File: config.mk
export PLATFORM = sky130hd
export DESIGN_NAME = state_rmw
export DESIGN_NICKNAME = d
export VERILOG_FILES = /design/src/rtl/state_rmw.sv
export SDC_FILE = /design/constraint.sdc
export NUM_CORES = 1
export LEC_CHECK = 0
export ABC_AREA = 0
export BUFFER_PORTS_ARGS = -buffer_cell sky130_fd_sc_hd__buf_4
export CAP_MARGIN = 20
export CORE_MARGIN = 4
export CORE_UTILIZATION = 47
export CTS_CLUSTER_DIAMETER = 40
export DETAILED_ROUTE_END_ITERATION = 8
export PLACE_DENSITY = 0.75
export SKIP_CTS_REPAIR_TIMING = 1
export SYNTH_ARGS = -nofsm -noshare
export SYNTH_HDL_FRONTEND = slang
export SYNTH_SLANG_ARGS = --single-unit
File: constraint.sdc
create_clock -name clk -period 3.8 [get_ports clk]
set_input_delay 0.19 -clock clk [delete_from_list [all_inputs] [get_ports clk]]
set_output_delay 0.19 -clock clk [all_outputs]
set_load 0.03 [all_outputs]
File: src/rtl/state_rmw.sv
// state_rmw
// ---------
// Initiator-side read-modify-write client for a single-register state holder.
// Each command is handled one at a time: an add command reads the holder,
// adds its delta (wrapping or saturating), and writes the sum back. A set
// command writes its data straight through without reading. After the write
// the new value is reported on dout. The command is acknowledged only when
// dout transfers, so a reset mid-operation makes upstream re-present it.
//
// Ports (every channel uses valid/ready; a transfer is valid && ready):
//   clk, rst        clock, synchronous active-high reset
//   cmd_*           command in; cmd_data[W] = set flag, cmd_data[W-1:0] = value
//   rd_req_*        read request to the state holder (payload tied to 0)
//   rd_data_*       value returned by the state holder
//   wr_*            new value written to the state holder
//   dout_*          updated value reported downstream
module state_rmw #(
    parameter int           W    = 16,
    parameter bit           SAT  = 1'b0,
    parameter logic [W-1:0] INIT = '0
) (
    input  logic         clk,
    input  logic         rst,

    input  logic         cmd_valid,
    output logic         cmd_ready,
    input  logic [W:0]   cmd_data,

    output logic         rd_req_valid,
    input  logic         rd_req_ready,
    output logic         rd_req_data,

    input  logic         rd_data_valid,
    output logic         rd_data_ready,
    input  logic [W-1:0] rd_data_data,

    output logic         wr_valid,
    input  logic         wr_ready,
    output logic [W-1:0] wr_data,

    output logic         dout_valid,
    input  logic         dout_ready,
    output logic [W-1:0] dout_data
);

    typedef enum logic [1:0] {
        IDLE = 2'd0,
        RD   = 2'd1,
        WR   = 2'd2,
        OUT  = 2'd3
    } state_t;

    state_t       state_q, state_d;
    logic [W-1:0] result_q, result_d;
    logic         req_done_q, req_done_d;

    logic [W:0]   sum;
    logic [W-1:0] sum_fit;

    // One extra bit of headroom so the carry tells us whether the add overflowed.
    assign sum = {1'b0, rd_data_data} + {1'b0, cmd_data[W-1:0]};

    always_comb begin
        sum_fit = sum[W-1:0];
        if (SAT && sum[W]) begin
            sum_fit = '1;
        end
    end

    // Next-state logic. The command is never captured: cmd_data is held stable
    // by the producer until it is acknowledged, so it is read directly in IDLE
    // and RD. req_done remembers that the read request already transferred
    // while we still wait for the data, so the request is not issued twice.
    always_comb begin
        state_d    = state_q;
        result_d   = result_q;
        req_done_d = req_done_q;
        unique case (state_q)
            IDLE: begin
                if (cmd_valid) begin
                    if (cmd_data[W]) begin
                        result_d = cmd_data[W-1:0];
                        state_d  = WR;
                    end else begin
                        state_d  = RD;
                    end
                end
            end
            RD: begin
                if (rd_req_valid && rd_req_ready) begin
                    req_done_d = 1'b1;
                end
                // rd_data_ready is always high in RD, so valid alone is a transfer.
                if (rd_data_valid) begin
                    result_d   = sum_fit;
                    req_done_d = 1'b0;
                    state_d    = WR;
                end
            end
            WR: begin
                if (wr_ready) begin
                    state_d = OUT;
                end
            end
            OUT: begin
                if (dout_ready) begin
                    state_d = IDLE;
                end
            end
            default: begin
                state_d = IDLE;
            end
        endcase
    end

    always_ff @(posedge clk) begin
        if (rst) begin
            state_q    <= IDLE;
            result_q   <= INIT;
            req_done_q <= 1'b0;
        end else begin
            state_q    <= state_d;
            result_q   <= result_d;
            req_done_q <= req_done_d;
        end
    end

    // Outputs decode registered state only, except cmd_ready which retires the
    // command in the very cycle dout transfers.
    assign rd_req_valid  = (state_q == RD) && !req_done_q;
    assign rd_req_data   = 1'b0;
    assign rd_data_ready = (state_q == RD);
    assign wr_valid      = (state_q == WR);
    assign wr_data       = result_q;
    assign dout_valid    = (state_q == OUT);
    assign dout_data     = result_q;
    assign cmd_ready     = (state_q == OUT) && dout_ready;

endmodule

==> results of run 1 <==
-- metrics by stage --
stage | power (mW) | hold slack, ns | instances | worst slack [ns] | util [%]
finish | 1.65 | 0.126 | 337 | 1.65 | 63.3
global route | 1.76 | 0.140 | 337 | 1.49 | 63.3
CTS | 1.66 | 0.124 | 337 | 1.64 | 63.3
detailed placement | 1.52 | 0.400 | 333 | 1.53 | 62.1
global placement | 1.50 | 0.395 | 333 | 1.56 | 62.1
floorplan | 1.22 | 0.290 | 239 | 1.71 | -
-- cell type report --
cell class	instances	share of cell area, %
repair buffers	78	24.3
clock inverters	1	0.208
flip-flops and latches	19	15.8
multi-input cells	181	54.3
inverters	7	1.09
clock buffers	3	1.72
well taps	48	2.50
-- cell usage after synthesis (all sizes together), types with 2 or more instances --
library cell and count:
ha 19, a211oi 9, or3 2, mux2i 7, a221oi 4, nand2b 2
o211ai 5, o22ai 4, buf 23, xor2 7, nand2 19, a21o 6
a21oi 21, nor2 17, xnor2 4, nor3 6, dfxtp 19, nor2b 3
o21a 6, nand4 3, o21ai 12, mux2 2, nand3b 4, a311oi 2
clkbuf 9, nand3 5, o211a 2, inv 7
-- routing by layer --
metal  up-vias  wire [µm]
li1        947          -
met1       848       2230
met2        58       2400
met3         6        348
met4         0         56
met5         -          0
-- sequential cells by signal (all words and copies together), names as in the netlist --
register,count
dout_data,16
req_done_q,1
state_q,2
-- worst max-delay path by stage --
stage,startpoint,end,depth (start not counted)
6_report,state_q[1],dout_data[15],8
4_1_cts,state_q[1],dout_data[15],8
3_3_place_gp,cmd_data[0],dout_data[12],9
5_1_grt,state_q[1],dout_data[15],8
2_1_floorplan,state_q[1],dout_data[15],9
3_5_place_dp,cmd_data[0],dout_data[12],9
-- cell usage in the layout, fill, tap and decap left out, types with 7 or more instances in the layout --
| master | instances |
|---|---|
| o21ai_0 | 12 |
| a211oi_1 | 9 |
| xor2_1 | 7 |
| ha_1 | 19 |
| nand2_1 | 19 |
| mux2i_1 | 7 |
| nor2_1 | 17 |
| inv_1 | 7 |
| dfxtp_1 | 19 |
| buf_4 | 78 |
| a21oi_1 | 17 |
-- where the power goes --
part	internal [mW]	switching (mW)	leakage, nW
logic	0.439	0.711	0.923
registers	0.285	0.0702	0.157
clock network	0.0730	0.0694	0.0255
total	0.798	0.851	1.10
-- cells by family after synthesis --
logic type / after synthesis
XOR/XNOR: 11
other: 1
buffers and inverters: 39
multiplexers: 9
AND/OR/NAND/NOR: 64
AO/OA/AOI/OAI: 76
adder cells (fa/ha/maj): 20
flip-flops: 19
==> impl_metrics.env, run 1 <==
export IMPL_final_hold_violation_count=0
export IMPL_cp_num_buf_inv=2
export IMPL_synth_area_top_cells="dfxtp_1 (20%), ha_1 (12%), buf_4 (6.7%)"
export IMPL_worstHoldEndpoint="req_done_q"
export IMPL_finalSetupTns_ns=0
export IMPL_synth_seq_cells=19
export IMPL_final_layout_size_suffix_gt1_share_pct=32.2
export IMPL_multi_input_area_mm2=0.00131
export IMPL_grt_busiest_layer="met2"
export IMPL_async_flop_share_pct=0
export IMPL_synth_nets=299
export IMPL_hold_start="rd_data_valid"
export IMPL_p_per_area_mw_per_mm2=685
export IMPL_yosys_area_share_xor_xnor_pct=5.06
export IMPL_rows=22
export IMPL_cts_htree_levels=1
export IMPL_clock_path_buffers=2
export IMPL_end_kind="register"
export IMPL_rr_startpoint="state_q[1]"
export IMPL_routedWlPerCell_um=14.9
export IMPL_insertion_delay_ns=0.26
export IMPL_worst_path_max_fanout=27
export IMPL_synthCells=239
export IMPL_hold_class="in2reg"
export IMPL_start_util_pct=50.1
export IMPL_core_area_mm2=0.00380
export IMPL_rsz0062_at_grt="false"
export IMPL_synth_fa_ha_area_share_pct=13.5
export IMPL_cts_tree="yes"
export IMPL_critPathSlowestCell="or3_1"
export IMPL_global_route_usage_met1_pct=25.1
export IMPL_vias=1859
export IMPL_ant_nets=0
export IMPL_seq_area_frac_synth_pct=20.0
export IMPL_design_area_mm2=0.00240
export IMPL_routed_wl_um=5040
export IMPL_synthSimpleGateAreaFrac_pct=16.2
export IMPL_nNetsFinal=350
export IMPL_use_met3_pct=3.37
export IMPL_synth_top_area_cell="dfxtp_1"
export IMPL_synth_edff_count=0
export IMPL_slowest_delay_ns=0.50
export IMPL_path_cells="inv_1 -> ha_1 -> buf_4 -> nor2b_1 -> or3_1 -> nand2_1 -> a21oi_1 -> a2111o_1"
export IMPL_muxShareOfSynthArea_pct=5.06
export IMPL_die_area_mm2=0.00513
export IMPL_synth_compound_gate_area_share_pct=28.6
export IMPL_cts_sinks=19
export IMPL_setup_viol=0
export IMPL_status="completed"
export IMPL_startpoint_type="register"
export IMPL_path_class="reg2reg"
export IMPL_synth_top_family_by_area="compound AO/OA/AOI/OAI gates"
export IMPL_timing_final_max_slew_violations=0
export IMPL_gp_congestion=0.840
export IMPL_power_leakage_nw=1.11
export IMPL_antenna_found_initial=0
export IMPL_ys_types=45
export IMPL_skew_ns=0.00107
export IMPL_post_dp_hpwl_um=4100
export IMPL_pin_count=78
export IMPL_fmaxAchievable_mhz=466
export IMPL_antenna_cells=0
export IMPL_grt_pass1_vias=1729
export IMPL_worst_r2r_setup_slack_ns=1.65
export IMPL_synth_top_area_share_pct=20.0
export IMPL_placed_cell_area_mm2=0.00236
export IMPL_reg2reg_to="dout_data[15]"
export IMPL_syn_cell_area_mm2=0.00190
export IMPL_avgSynthCellArea_um2=7.97
export IMPL_rr_worst_depth=8
export IMPL_seqCellArea_um2=380
export IMPL_grtUsageMet2_pct=32.0
export IMPL_grt_pass1_wl_um=8050
export IMPL_grt_usage_pct=19.2
export IMPL_syn_to_final_growth_pct=26.3
export IMPL_cts_made_buffers=3
export IMPL_first_pass_iters=4
export IMPL_required_ns=3.95
export IMPL_grt_max_degree=28
export IMPL_drc=0
export IMPL_overflow=0
export IMPL_hold_depth=2
export IMPL_worstPathArrival_ns=2.30
export IMPL_synthFlopType="dfxtp_1"
export IMPL_yosysWarnings=0
export IMPL_timing_final_crit_share_pct=56.5
export IMPL_cts_root_buf="clkbuf_8"
export IMPL_nFillCells=367
export IMPL_post_route_min_period_ns=2.15
export IMPL_die_h_um=71.7
export IMPL_drtIter0Drc=87
export IMPL_port_buffers=76
export IMPL_cts_clk_slew_worst_paths_ns=0.07
export IMPL_die_x_um=71.7
export IMPL_peakVddDrop_v=0.000213
export IMPL_vias_per_cell=5.52
export IMPL_maxCapViolCount=0
export IMPL_critical_path_top_delay_family="simple AND/OR/NAND/NOR gates"
No activity file was read; power rests on OpenSTA's default activity.
==> run 2, diff against run 1 <==
--- a/config.mk
+++ b/config.mk
@@ -5,7 +5,7 @@
 export SDC_FILE = /design/constraint.sdc
 export NUM_CORES = 1
 export LEC_CHECK = 0
-export ABC_AREA = 0
+export ABC_AREA = 1
 export BUFFER_PORTS_ARGS = -buffer_cell sky130_fd_sc_hd__buf_4
 export CAP_MARGIN = 20
 export CORE_MARGIN = 4
==> constraint.sdc (replaced) <==
create_clock -name clk -period 2.2 [get_ports clk]
set_input_delay 0.11 -clock clk [delete_from_list [all_inputs] [get_ports clk]]
set_output_delay 0.11 -clock clk [all_outputs]
set_load 0.03 [all_outputs]
==> run 2 against run 1 <==
Register-to-register slack got worse by 1.3 ns; largest power group unchanged; setup slack got worse by 1.3 ns; die area increased by 2.8%; clock-buffer cell count increased by 1; sequential share of layout area decreased by 0.48 points; highest routed layer unchanged; design area increased by 3.1%; area after synthesis increased by 3.2%; fmax increased by 16%; largest cell class unchanged.
==> impl_metrics.env, run 2 <==
export IMPL_post_route_util_pct=61.6
export IMPL_worstPathArrival_ns=2.04
export IMPL_post_dp_hpwl_um=4150
export IMPL_timing_final_max_slew_violations=0
export IMPL_insertion_delay_ns=0.26
export IMPL_async_flop_share_pct=0
export IMPL_path_class="reg2reg"
export IMPL_die_x_um=72.7
export IMPL_status="completed"
export IMPL_ant_nets=0
export IMPL_layout_common_cells="nand2_1 (97), buf_4 (78), inv_1 (36), a21oi_1 (33), nor2_1 (24)"
export IMPL_worst_path_max_fanout=20
export IMPL_grtUsageMet2_pct=32.4
export IMPL_grt_pass1_wl_um=8280
export IMPL_drc=0
export IMPL_setup_viol=0
export IMPL_peakVddDrop_v=0.00112
export IMPL_ys_types=30
export IMPL_antenna_found_initial=0
export IMPL_vias_per_cell=4.86
export IMPL_start_util_pct=48.8
export IMPL_synth_area_top_cells="dfxtp_1 (19%), nand2_1 (19%), ha_1 (12%)"
export IMPL_cts_made_buffers=3
export IMPL_hold_start="rd_data_valid"
export IMPL_cts_htree_levels=1
export IMPL_cts_root_buf="clkbuf_8"
export IMPL_end_kind="register"
export IMPL_timing_final_crit_share_pct=84.0
export IMPL_synth_edff_count=0
export IMPL_post_route_min_period_ns=1.85
export IMPL_fmaxAchievable_mhz=541
export IMPL_skew_ns=0.00194
export IMPL_global_route_usage_met1_pct=24.8
export IMPL_routed_wl_um=5030
export IMPL_final_layout_size_suffix_gt1_share_pct=26.0
export IMPL_cts_tree="yes"
export IMPL_syn_cell_area_mm2=0.00196
export IMPL_first_pass_iters=4
export IMPL_rsz0062_at_grt="false"
export IMPL_seqCellArea_um2=380
export IMPL_rows=23
export IMPL_multi_input_area_mm2=0.00124
export IMPL_core_area_mm2=0.00403
export IMPL_clock_path_buffers=2
export IMPL_grt_busiest_layer="met2"
export IMPL_worst_r2r_setup_slack_ns=0.35
export IMPL_routedWlPerCell_um=11.8
export IMPL_final_hold_violation_count=0
export IMPL_seq_area_frac_synth_pct=19.4
export IMPL_hold_class="in2reg"
export IMPL_rr_startpoint="state_q[1]"
export IMPL_drtIter0Drc=113
export IMPL_gp_congestion=0.817
export IMPL_startpoint_type="register"
export IMPL_port_buffers=76
export IMPL_fin_hold_ws_ns=0.0533
export IMPL_vias=2077
export IMPL_use_met3_pct=4.13
export IMPL_p_per_area_mw_per_mm2=1210
export IMPL_grt_pass1_vias=1884
export IMPL_total_power_mw=3.00
export IMPL_grt_max_degree=22
export IMPL_layout_commonest_cell="nand2_1"
export IMPL_synthTopCellsByCount="nand2_1 (97), inv_1 (36), a21oi_1 (33)"
export IMPL_antenna_cells=0
export IMPL_yosysWarnings=0
export IMPL_nFillCells=389
export IMPL_pin_count=78
export IMPL_startpoint="state_q[1]"
export IMPL_synth_top_area_share_pct=19.4
export IMPL_overflow=0
export IMPL_largest_register_ffs=16
export IMPL_synthCells=320
export IMPL_synth_seq_cells=19
export IMPL_syn_to_final_growth_pct=26.2
export IMPL_nNetsFinal=438
export IMPL_synthFlopType="dfxtp_1"
export IMPL_die_h_um=72.7
export IMPL_finalSetupTns_ns=0
export IMPL_cts_sinks=19
export IMPL_grt_usage_pct=19.4
export IMPL_cts_clk_slew_worst_paths_ns=0.07
export IMPL_synth_top_area_cell="dfxtp_1"
export IMPL_die_area_mm2=0.00528
export IMPL_maxCapViolCount=0
export IMPL_power_leakage_nw=1.37
export IMPL_required_ns=2.39
export IMPL_synth_most_common_cell="nand2_1"
export IMPL_avgSynthCellArea_um2=6.14
export IMPL_synth_nets=380
run 2: cell types whose count changed after synthesis, sizes merged, moves of 6 or more:
cell	delta
nand2	+78
inv	+37
nor2	+14
a21oi	+12
nand3	+11
a211oi	-8
mux2i	-7
a21o	-6
o21a	-6
run 2: cells by family after synthesis:
logic type	count (synthesis)	synth area share, %
simple gates	155	33.4
buf+inv	69	17.5
compound gates	49	13.3
fa+ha+maj	20	13.1
flops	19	19.4
xor+xnor	7	3.12
other cells	1	0.191
run 2: report_power, final:
| part | switching (mW) | internal, mW | total (mW) |
|---|---|---|---|
| logic | 1.37 | 0.756 | 2.13 |
| clock network | 0.120 | 0.129 | 0.249 |
| registers | 0.126 | 0.503 | 0.630 |
run 2: critical path, stage by stage, from the launching register on:
cell	delay (ns)
dfxtp_1	0.33
inv_1	0.10
ha_1	0.30
inv_2	0.16
o22ai_2	0.25
nor3_4	0.06
inv_2	0.31
nand2_1	0.10
a21oi_1	0.16
run 2: through the flow:
| stage | instance area, µm² | worst slack [ns] | cells |
|---|---|---|---|
| 2_1_floorplan | 1960 | 0.524 | 320 |
| 3_3_place_gp | 2430 | 0.467 | 423 |
| 3_5_place_dp | 2430 | 0.390 | 423 |
| 4_1_cts | 2480 | 0.362 | 427 |
| 5_1_grt | 2480 | 0.172 | 427 |
| 6_report | 2480 | 0.351 | 427 |
run 2: path summary, 6_finish.rpt:
| path | end | cells past startpoint |
|---|---|---|
| setup / recovery | dout_data[15] | 8 |
| hold / removal | req_done_q | 2 |
| setup reg to reg | dout_data[15] | 8 |
| hold reg to reg | dout_data[13] | 2 |
run 2: area by class of cell:
| cell class | instances | share of cell area [%] |
|---|---|---|
| inverters | 44 | 6.66 |
| clock buffers | 4 | 1.82 |
| well taps | 50 | 2.52 |
| repair buffers | 78 | 23.6 |
| multi-input cells | 232 | 50.1 |
| flip-flops and latches | 19 | 15.3 |
run 2: routing by layer:
metal	wire length, µm	up-vias
met4	76	0
li1	-	1108
met5	0	-
met1	2230	889
met3	345	8
met2	2380	72
